**src/rtl/alu_pkg.sv**
```systemverilog
// Shared ALU select encodings and the buffered result-word layout.
// Latency: none (types and constants only).
// Backpressure: not applicable.
package alu_pkg;

    localparam logic [1:0] ALU_ADD = 2'b00;
    localparam logic [1:0] ALU_SUB = 2'b01;
    localparam logic [1:0] ALU_CMP = 2'b10;
    localparam logic [1:0] ALU_AND = 2'b11;

    // Flag bit positions within out_flags = {zero, carry, gt, eq, lt}
    localparam int FLAG_LT    = 0;
    localparam int FLAG_EQ    = 1;
    localparam int FLAG_GT    = 2;
    localparam int FLAG_CARRY = 3;
    localparam int FLAG_ZERO  = 4;

    typedef struct packed {
        logic [1:0] op;
        logic [3:0] result;
        logic       zero;
        logic       carry;
        logic       gt;
        logic       eq;
        logic       lt;
    } res_word_t;

    localparam int RES_W = $bits(res_word_t);

endpackage

```
**src/rtl/sync_fifo.sv**
```systemverilog
// Generic register-based FIFO with wrap-bit pointers and occupancy output.
// Latency: one cycle from push edge to pop_vld; head data comes straight from storage.
// Backpressure: push_rdy = !full from registered state only; clr flushes and drops a same-cycle push.
module sync_fifo #(
    parameter int DEPTH = 4,
    parameter int WIDTH = 8,
    localparam int AW = $clog2(DEPTH)
) (
    input  logic             clk,
    input  logic             rst_n,
    input  logic             clr,
    input  logic             push_vld,
    output logic             push_rdy,
    input  logic [WIDTH-1:0] push_dat,
    output logic             pop_vld,
    input  logic             pop_rdy,
    output logic [WIDTH-1:0] pop_dat,
    output logic [AW:0]      level
);

    localparam logic [AW:0] FULL_LVL = (AW+1)'(DEPTH);
    localparam logic [AW:0] PTR_ONE  = (AW+1)'(1);

    logic [WIDTH-1:0] mem [DEPTH];
    logic [AW:0]      wr_ptr;
    logic [AW:0]      rd_ptr;
    logic             push_en;
    logic             pop_en;

    assign level    = wr_ptr - rd_ptr;
    assign push_rdy = (level != FULL_LVL);
    assign pop_vld  = (wr_ptr != rd_ptr);
    assign push_en  = push_vld && push_rdy;
    assign pop_en   = pop_vld && pop_rdy;

    // Storage is never reset, so the head is masked whenever the FIFO is empty.
    assign pop_dat = pop_vld ? mem[rd_ptr[AW-1:0]] : '0;

    always_ff @(posedge clk) begin
        if (push_en && !clr) begin
            mem[wr_ptr[AW-1:0]] <= push_dat;
        end
    end

    always_ff @(posedge clk or negedge rst_n) begin
        if (!rst_n) begin
            wr_ptr <= '0;
            rd_ptr <= '0;
        end else if (clr) begin
            wr_ptr <= '0;
            rd_ptr <= '0;
        end else begin
            if (push_en) begin
                wr_ptr <= wr_ptr + PTR_ONE;
            end
            if (pop_en) begin
                rd_ptr <= rd_ptr + PTR_ONE;
            end
        end
    end

endmodule

```
**src/rtl/alu_result_fifo.sv**
```systemverilog
// Captures ALU results, selects the op-relevant field, flags zero, buffers for a slow consumer.
// Latency: one cycle from accepted push to out_valid when empty; no input-to-output comb path.
// Backpressure: in_ready = !full (registered state); a pop while full does not free a slot that cycle.
module alu_result_fifo
    import alu_pkg::*;
#(
    parameter int DEPTH = 4,
    parameter int CNT_W = 8
) (
    input  logic                     clk,
    input  logic                     rst_n,
    input  logic                     clr,
    input  logic                     in_valid,
    output logic                     in_ready,
    input  logic [1:0]               sel,
    input  logic [3:0]               sum,
    input  logic                     carry,
    input  logic                     a_gt_b,
    input  logic                     a_eq_b,
    input  logic                     a_st_b,
    input  logic [3:0]               ab,
    output logic                     out_valid,
    input  logic                     out_ready,
    output logic [1:0]               out_op,
    output logic [3:0]               out_result,
    output logic [4:0]               out_flags,
    output logic [$clog2(DEPTH):0]   level,
    output logic [CNT_W-1:0]         result_cnt,
    output logic [CNT_W-1:0]         carry_cnt
);

    localparam logic [CNT_W-1:0] CNT_ONE = CNT_W'(1);
    localparam logic [CNT_W-1:0] CNT_MAX = '1;

    res_word_t in_word;
    res_word_t out_word;
    logic      push;

    always_comb begin
        in_word        = '0;
        in_word.op     = sel;
        in_word.gt     = a_gt_b;
        in_word.eq     = a_eq_b;
        in_word.lt     = a_st_b;
        case (sel)
            ALU_ADD, ALU_SUB: begin
                in_word.result = sum;
                in_word.carry  = carry;
            end
            ALU_CMP: in_word.result = {1'b0, a_gt_b, a_eq_b, a_st_b};
            default: in_word.result = ab;
        endcase
        in_word.zero = (in_word.result == 4'd0);
    end

    assign push = in_valid && in_ready;

    sync_fifo #(
        .DEPTH (DEPTH),
        .WIDTH (RES_W)
    ) u_fifo (
        .clk      (clk),
        .rst_n    (rst_n),
        .clr      (clr),
        .push_vld (in_valid),
        .push_rdy (in_ready),
        .push_dat (in_word),
        .pop_vld  (out_valid),
        .pop_rdy  (out_ready),
        .pop_dat  (out_word),
        .level    (level)
    );

    assign out_op     = out_word.op;
    assign out_result = out_word.result;
    assign out_flags  = {out_word.zero, out_word.carry, out_word.gt, out_word.eq, out_word.lt};

    // Statistics saturate rather than wrap; in_word.carry is already masked to add/sub.
    always_ff @(posedge clk or negedge rst_n) begin
        if (!rst_n) begin
            result_cnt <= '0;
            carry_cnt  <= '0;
        end else if (clr) begin
            result_cnt <= '0;
            carry_cnt  <= '0;
        end else if (push) begin
            if (result_cnt != CNT_MAX) begin
                result_cnt <= result_cnt + CNT_ONE;
            end
            if (in_word.carry && (carry_cnt != CNT_MAX)) begin
                carry_cnt <= carry_cnt + CNT_ONE;
            end
        end
    end

endmodule

```
**config.mk**
```make
export PLATFORM = sky130hd
export DESIGN_NAME = alu_result_fifo
export DESIGN_NICKNAME = d
export VERILOG_FILES = /design/src/rtl/alu_pkg.sv /design/src/rtl/sync_fifo.sv /design/src/rtl/alu_result_fifo.sv
export SDC_FILE = /design/constraint.sdc
export NUM_CORES = 1
export LEC_CHECK = 0
export CAP_MARGIN = 20
export CELL_PAD_IN_SITES_DETAIL_PLACEMENT = 1
export CELL_PAD_IN_SITES_GLOBAL_PLACEMENT = 1
export CORE_UTILIZATION = 47
export DETAILED_ROUTE_END_ITERATION = 12
export PLACE_DENSITY_LB_ADDON = 0.08
export SETUP_SLACK_MARGIN = 0.1
export SLEW_MARGIN = 20
export SYNTH_ARGS = -nofsm -noshare
export SYNTH_HDL_FRONTEND = slang
export SYNTH_SLANG_ARGS = --single-unit
```
**constraint.sdc**
```tcl
create_clock -name clk -period 8.7 [get_ports clk]
set_input_delay 0.87 -clock clk [delete_from_list [all_inputs] [get_ports clk]]
set_output_delay 0.87 -clock clk [all_outputs]
set_load 0.02 [all_outputs]
```
* Yosys cells after proc, flatten, opt, wreduce, memory -nomap -nowiden
Memories as Yosys holds them, arrays and structs flattened. Cells that the tools add are included.
Word-level totals: bits of input ports 19, output and inout bits 32, memories 1, register bits after elaboration 22, RAM bits 44, word-level logic and storage cells 45
Memories:
- u_fifo.mem | words 4, bits a word 11, rd ports 1, clocked after memory_dff 0, wr ports 1, RTL line sync_fifo.sv:24 | logic [WIDTH-1:0] mem [DEPTH];
Cells by class: reduce and logical (&&, ||, !) cells 14, equality and inequality tests 6, mux-type cells 15, $add $sub $neg 5
Operators by type and width (number):
- $mux W8 | 6
- $add A8 B1 Y8 const B | 2
- $ne A8 B8 Y1 const B | 2
- $mux W3 | 4
- $mux W11 | 1
- $pmux W4 S2 | 1
- $reduce_bool A2 Y1 | 4
- $add A3 B1 Y3 const B | 2
- $logic_and A1 B1 Y1 | 4
- $logic_not A4 Y1 | 1
- $reduce_and A2 Y1 | 2
- $mux W1 | 3
- $ne A3 B3 Y1 | 1
- $ne A3 B3 Y1 const B | 1
- $sub A3 B3 Y3 | 1
- $eq A2 B1 Y1 const B | 1
- $eq A2 B2 Y1 const B | 1
- $logic_not A2 Y1 | 1
- $reduce_or A2 Y1 | 1
- $logic_not A1 Y1 | 1

* Logic depth before layout (Yosys ltp)
Gate-level depths: netlist of run 1.
depth after elaboration 7, gate-level depth with buffers 9, gate-level depth less buffers 7

* Cells and area by module
A second synthesis of run 1 with hierarchy kept.
Unflattened totals: cells, all modules 218, area, all modules 3144.3 um^2
Modules (own cells, without submodules):
- sync_fifo | seq. area each 1471.4 um^2, cells an instance 117, instances 1, area an instance 2142.1 um^2
- alu_result_fifo | seq. area each 400.4 um^2, cells an instance 101, instances 1, area an instance 1002.2 um^2

* Worst setup path after synthesis of run 1
No wires, ideal clock.
kind register to register, start point register u_fifo.rd_ptr[0], end point memory u_fifo.mem[0][0] (netlist name) (enable), slack 5.470 ns, data arrival time 2.835 ns, library setup time 0.396 ns, path buffers 2, clock period less this slack 3.230 ns, cell stages (with the launch flop) 8, data required time 8.304 ns, cell sequence dfrtp_1 > ha_1 > fa_1 > xor3_2 > a31o_4 > buf_6 > buf_2 > nor3b_1
On the way: longest elaborated chain between the ends 6
RTL lines:
- from (decl) | RTL line sync_fifo.sv:26 | logic [AW:0] rd_ptr;
- from (signal assigned) | RTL line sync_fifo.sv:57 | rd_ptr <= rd_ptr + PTR_ONE;
- $sub A3 B3 Y3 | RTL line sync_fifo.sv:30 | assign level = wr_ptr - rd_ptr;
- via level[2] | RTL line alu_result_fifo.sv:27 | output logic [$clog2(DEPTH):0] level,
- $ne A3 B3 Y1 | RTL line sync_fifo.sv:31 | assign push_rdy = (level != FULL_LVL);
- $logic_and A1 B1 Y1 | RTL line sync_fifo.sv:33 | assign push_en = push_vld && push_rdy;
- $logic_and A1 B1 Y1 | RTL line sync_fifo.sv:40 | if (push_en && !clr) begin
- $mux W1 | RTL line sync_fifo.sv:40
- $mux W1 (implied by the code) | RTL line sync_fifo.sv:41 | mem[wr_ptr[AW-1:0]] <= push_dat;
- to (decl) | RTL line sync_fifo.sv:24
The timed path passes the listed nets, and every way through them passes these cells.

* Final worst setup path of run 1
start point register u_fifo.rd_ptr[0], end point output port out_result[2]
On the way: longest elaborated chain between the ends 2, elaborated cells on any way between the ends 3, classes of those cells eq/ne (1); mux (1); memory (1)
RTL lines:
- $mem_v2 Z4 W11 / $ne A3 B3 Y1 (equally long branches)
- $mux W11 * | RTL line sync_fifo.sv:37 | assign pop_dat = pop_vld ? mem[rd_ptr[AW-1:0]] : '0;
- to (decl) | RTL line alu_result_fifo.sv:25 | output logic [3:0] out_result,
Every way passes the cells marked *; elsewhere a longest branch is shown, timed or not.

==> out/qor.yml, run 1 <==
setup_tns_ps: 0
area_growth_pct: 24.7
critPathMaxFanout: 14
max-cap-violations: 0
cts_buffer_depth: 2
finalCriticalPeriod_ps: 3970
synth_top_area_cell: "edfxtp_1"
gp_congestion: 0.738
grt_first_pass_wirelength_um: 11700
grt_start_max_net_pins: 36
diodes: 0
clock_latency_ps: 340
post-route-util_pct: 61.4
startpoint_type: "register"
core_area_mm2: 0.00642
rsz0062_at_grt: "no"
slew_viol_final: 0
cp.arrival_ps: 3100
violations: "DRC"
synth.area.top_cells: "edfxtp_1 42%, dfrtp_1 17%, mux4_2 7.8%, ha_1 3.6%, nor2b_1 3.0%"
status: "finished with violations"
yosys.cell_count.top_type: "edfxtp_1"
drive_gt1_share_pct: 13.0
cts-resized-gates: 0
start_util_pct: 49.3
vias: 2103
wire_per_inst_um: 19.5
endpoint_kind: "output pin"
skew_ps: 11.1
cts_tree: "done"
synthArstFlopShare_pct: 33.3
drt-pass1-iter-count: 8
die_h_um: 84.1
ys_ff_latch: 66
cts_made_buffers: 9
antenna_found_initial: 0
p_per_area_mw_per_mm2: 256
cts_setup_buffers: 0
synth_edf_count: 44
grt_usage_pct: 22.4
syn_area_mm2: 0.00317
post_synth_inst_count: 231
cts_sinks: 66
ant_nets: 0
fp.dieArea_mm2: 0.00707
final_nets: 316
first_global_vias: 2246
clock.fmax_mhz: 252
die-width_um: 84.1
cts_root_buf: "clkbuf_8"
period_share_pct: 45.7
clkTransAtPathRegs_ps: 70
ys_seq_area_share_pct: 59.1
setup_ws_ps: 4730
hold_slack_ps: 502
htree_levels: 3
synth_cell_types: 39
rows: 29
preCtsSetupSlack_ps: 5020
port_buffers: 50
ioPinCount: 51
globalRouteMet2Util_pct: 36.7
design_area_mm2: 0.00395
hold_viol: 0
drt-initial-drc-count: 100
synth_common_cells: "44 x edfxtp_1, 22 x dfrtp_1, 17 x a21oi_1, 15 x nor2b_1, 12 x nor2_1"
critPathRequiredTime_ps: 7830
syn_nets: 260
drt-vias-per-instance: 5.70
grtUsageMet1_pct: 29.1
maxSlewHeadroom_pct: 38.4
ys.flop_type: "edfxtp_1"
setup_violations: 0
drc: 10
grt_overflow: 0
grt_most_used_layer: "met2"
drt_wl_total_um: 7190
hold_path_class: "in -> async"
worstSetupPathType: "reg -> out"
syn_avg_cell_area_um2: 13.7
yosys.area.top_type_share_pct: 41.7
peakVddDrop_mv: 0.180
dp_hpwl_um: 4670
rr_worst_depth: 6
p_leak_nw: 1.43
use_met3_pct: 5.44
worst_pin_slew_ps: 914
dpl-instance-area_mm2: 0.00375
yosys_warnings: 0
cts_hold_buffers: 0
## cells by family after synthesis
family | Yosys count | synth area share [%]
muxes | 18 | 10.2
AOI/OAI and AO/OA | 40 | 7.91
DFF | 66 | 59.1
adders and majority gates | 10 | 4.19
and+or+nand+nor | 71 | 14.0
xor gates and xnor gates | 4 | 1.62
buffers and inverters | 22 | 2.96
## per-stage QoR
step | total power [mW] | std cells
floorplan | 0.611 | 231
global route | 1.06 | 369
detailed placement | 0.763 | 353
global placement | 0.752 | 353
CTS | 1.02 | 369
finish | 1.01 | 369
## worst max-delay path: stages, from the launching register on
cell	delay, ps
dfrtp_1	880
ha_1	350
nand2_1	100
nor2_1	690
nor2b_1	130
clkdlybuf4s50_1	600
## layout make-up
cell class / count / area, um2
clock buffers: 11 / 141
clock inverters: 5 / 55.1
fillers: 640 / 2480
inverters: 11 / 41.3
multi-input cells: 143 / 1200
flip-flops and latches: 66 / 1870
well taps: 77 / 96.3
repair buffers: 56 / 541
## registers in the layout, indices dropped and copies added (netlist names)
| signal | cells |
|---|---|
| carry_cnt | 8 |
| u_fifo.mem | 44 |
| result_cnt | 8 |
| u_fifo.wr_ptr | 3 |
| u_fifo.rd_ptr | 3 |
## routing by layer
layer / wire length, um / up-vias
li1: - / 996
met1: 3320 / 1048
met2: 3510 / 46
met3: 254 / 13
met4: 113 / 0
met5: 0 / -
## placed cells by master (no fill, tap or decap), types with 4 or more instances in the layout
| cell | n |
|---|---|
| clkdlybuf4s50_1 | 49 |
| edfxtp_1 | 44 |
| dfrtp_1 | 22 |
| a21oi_1 | 17 |
| nor2b_1 | 15 |
| nor2_1 | 12 |
| inv_1 | 11 |
| mux4_2 | 11 |
| clkbuf_8 | 10 |
| o21ai_0 | 9 |
| ha_1 | 9 |
| nand3_1 | 8 |
| nand2_1 | 8 |
| o31ai_1 | 6 |
| buf_4 | 6 |
| or3_1 | 5 |
| or4_1 | 5 |
| mux2i_1 | 4 |
| nor3b_1 | 4 |
## power by group
| part | total, mW | internal, mW | switching (mW) | leakage (nW) |
|---|---|---|---|---|
| registers | 0.390 | 0.358 | 0.0322 | 0.705 |
| logic | 0.364 | 0.175 | 0.189 | 0.630 |
| clock network | 0.257 | 0.139 | 0.118 | 0.0970 |
## path summary, 6_finish.rpt
path / to / slack (ps) / startpoint
hold / removal: carry_cnt[7] / 500 / rst_n
setup / recovery: out_result[2] / 4730 / u_fifo.rd_ptr[0]
hold reg to reg: u_fifo.wr_ptr[0] / 570 / u_fifo.wr_ptr[0]
min in group clk: u_fifo.wr_ptr[0] / 570 / u_fifo.wr_ptr[0]
setup reg to reg: carry_cnt[5] / 5750 / u_fifo.rd_ptr[0]
max in group asynchronous: u_fifo.wr_ptr[1] / 7840 / rst_n
Note: power is estimated with default switching activity, not from simulation.
==> run 2: changes to the inputs <==
--- a/config.mk
+++ b/config.mk
@@ -8,7 +8,7 @@
 export CAP_MARGIN = 20
 export CELL_PAD_IN_SITES_DETAIL_PLACEMENT = 1
 export CELL_PAD_IN_SITES_GLOBAL_PLACEMENT = 1
-export CORE_UTILIZATION = 47
+export CORE_UTILIZATION = 43
 export DETAILED_ROUTE_END_ITERATION = 12
 export PLACE_DENSITY_LB_ADDON = 0.08
 export SETUP_SLACK_MARGIN = 0.1
==> constraint.sdc (replaced) <==
create_clock -name clk -period 4 [get_ports clk]
set_input_delay 0.4 -clock clk [delete_from_list [all_inputs] [get_ports clk]]
set_output_delay 0.4 -clock clk [all_outputs]
set_load 0.02 [all_outputs]
==> run 2 against run 1 <==
Against the previous run: critical path depth grew 2; combinational power rose by 130%; total power up 120%; the flow now finishes without violations; critical path type unchanged.
==> out/qor.yml, run 2 (synthesized netlist as in run 1, its figures left out) <==
htree_levels: 3
die_h_um: 87.8
drt-vias-per-instance: 5.28
clock_latency_ps: 340
reg2reg_slack_ps: 1320
reg2reg_from: "u_fifo.rd_ptr[0]"
clock.fmax_mhz: 330
cts_root_buf: "clkbuf_8"
worst_pin_slew_ps: 711
cts_hold_buffers: 0
most-common-layout-cells: "49 x clkdlybuf4s50_1, 44 x edfxtp_1, 22 x dfrtp_1"
p_total_mw: 2.19
p_leak_nw: 1.44
period_share_pct: 75.7
cts_buffer_depth: 2
cts_setup_buffers: 0
cts_made_buffers: 9
cp.arrival_ps: 2630
max-cap-violations: 0
gp_congestion: 0.744
crit_path_max_incr_delay_ps: 780
ioPinCount: 51
endpoint_kind: "output pin"
hold_path_class: "in -> async"
finalCriticalPeriod_ps: 3030
area_growth_pct: 25.8
critPathMaxFanout: 15
skew_ps: 4.10
rows: 30
first_global_vias: 2131
slew_viol_final: 0
post-route-util_pct: 57.3
cts_sinks: 66
cpLargestDelayFamily: "buffers and inverters"
worstSetupPathType: "reg -> out"
antenna_found_initial: 0
core_area_mm2: 0.00694
drt-pass1-iter-count: 4
maxSlewHeadroom_pct: 52.1
drt-initial-drc-count: 79
hold_viol: 0
final_nets: 318
wire_per_inst_um: 17.0
start_util_pct: 45.6
status: "complete, no violations"
vias: 2061
clkTransAtPathRegs_ps: 70
grt_usage_pct: 19.1
grt_overflow: 0
startpoint_type: "register"
setup_violations: 0
port_buffers: 50
crit_path_top_delay_cell: "dfrtp_1"
critPathRequiredTime_ps: 3600
setup_tns_ps: 0
worst-path-buf-inv: 3
cts-resized-gates: 0
drt_wl_total_um: 6650
p_per_area_mw_per_mm2: 550
dp_hpwl_um: 4510
hold_slack_ps: 31.1
r2r_end: "u_fifo.mem[0][5]"
largest_reg_flops: 44
setup_ws_ps: 974
rr_worst_depth: 7
drive_gt1_share_pct: 13.9
final_common_cell: "clkdlybuf4s50_1"
worstPathCellList: "inv_1 > ha_1 > nand2_1 > nor2_1 > buf_4 > nor2b_1 > clkdlybuf4s50_1"
die-width_um: 87.8
grt_first_pass_wirelength_um: 10800
cts_tree: "done"
ant_nets: 0
rsz0062_at_grt: "no"
fp.dieArea_mm2: 0.00771
preCtsSetupSlack_ps: 1100
peakVddDrop_mv: 0.339
diodes: 0
drc: 0
grt_start_max_net_pins: 36
==> run 2: cell count changes in the layout (fill, tap and decap cells not counted) <==
cell | before | now
buf_4 | 6 | 8
clkbuf_1 | 1 | 0
clkbuf_8 | 10 | 9
clkinv_2 | 1 | 2
inv_6 | 0 | 1
==> run 2: metal layers <==
layer,GRT usage (%),share of wire (%),vias up
li1,-,-,992
met1,26.7,50,1027
met2,29.6,46,34
met3,4.81,2.6,8
met4,5.81,1.1,0
met5,0,0,-
==> run 2: layout make-up <==
cell class              instances  area [um2]
fillers                       688        2960
multi-input cells             143        1200
well taps                      96         120
repair buffers                 58         556
clock buffers                   9         124
inverters                      11        41.3
clock inverters                 7        68.8
flip-flops and latches         66        1870
==> run 2: how the worst max path moves through the flow <==
stage                       endpoint  slack (ps)        startpoint  depth (start not counted)
floorplan           u_fifo.mem[2][0]         770  u_fifo.rd_ptr[0]                          7
CTS                        out_op[1]         920  u_fifo.rd_ptr[1]                          7
global placement        carry_cnt[5]        1300            sel[1]                          6
finish                     out_op[1]         970  u_fifo.rd_ptr[1]                          7
detailed placement      carry_cnt[6]        1100            sel[1]                          6
global route           out_result[3]         770  u_fifo.rd_ptr[1]                          7
==> run 2: power breakdown <==
| group | leakage (nW) | internal (mW) | switching, mW | total (mW) |
|---|---|---|---|---|
| Clock | 0.0970 | 0.286 | 0.263 | 0.550 |
| Sequential | 0.705 | 0.779 | 0.0306 | 0.809 |
| Combinational | 0.639 | 0.396 | 0.435 | 0.831 |
| Total | 1.44 | 1.46 | 0.729 | 2.19 |
==> run 2: metrics by stage <==
| stage | std cells | area [um2] |
|---|---|---|
| 2_1_floorplan | 231 | 3170 |
| 3_3_place_gp | 374 | 3790 |
| 3_5_place_dp | 374 | 3790 |
| 4_1_cts | 390 | 3990 |
| 5_1_grt | 390 | 3980 |
| 6_report | 390 | 3980 |
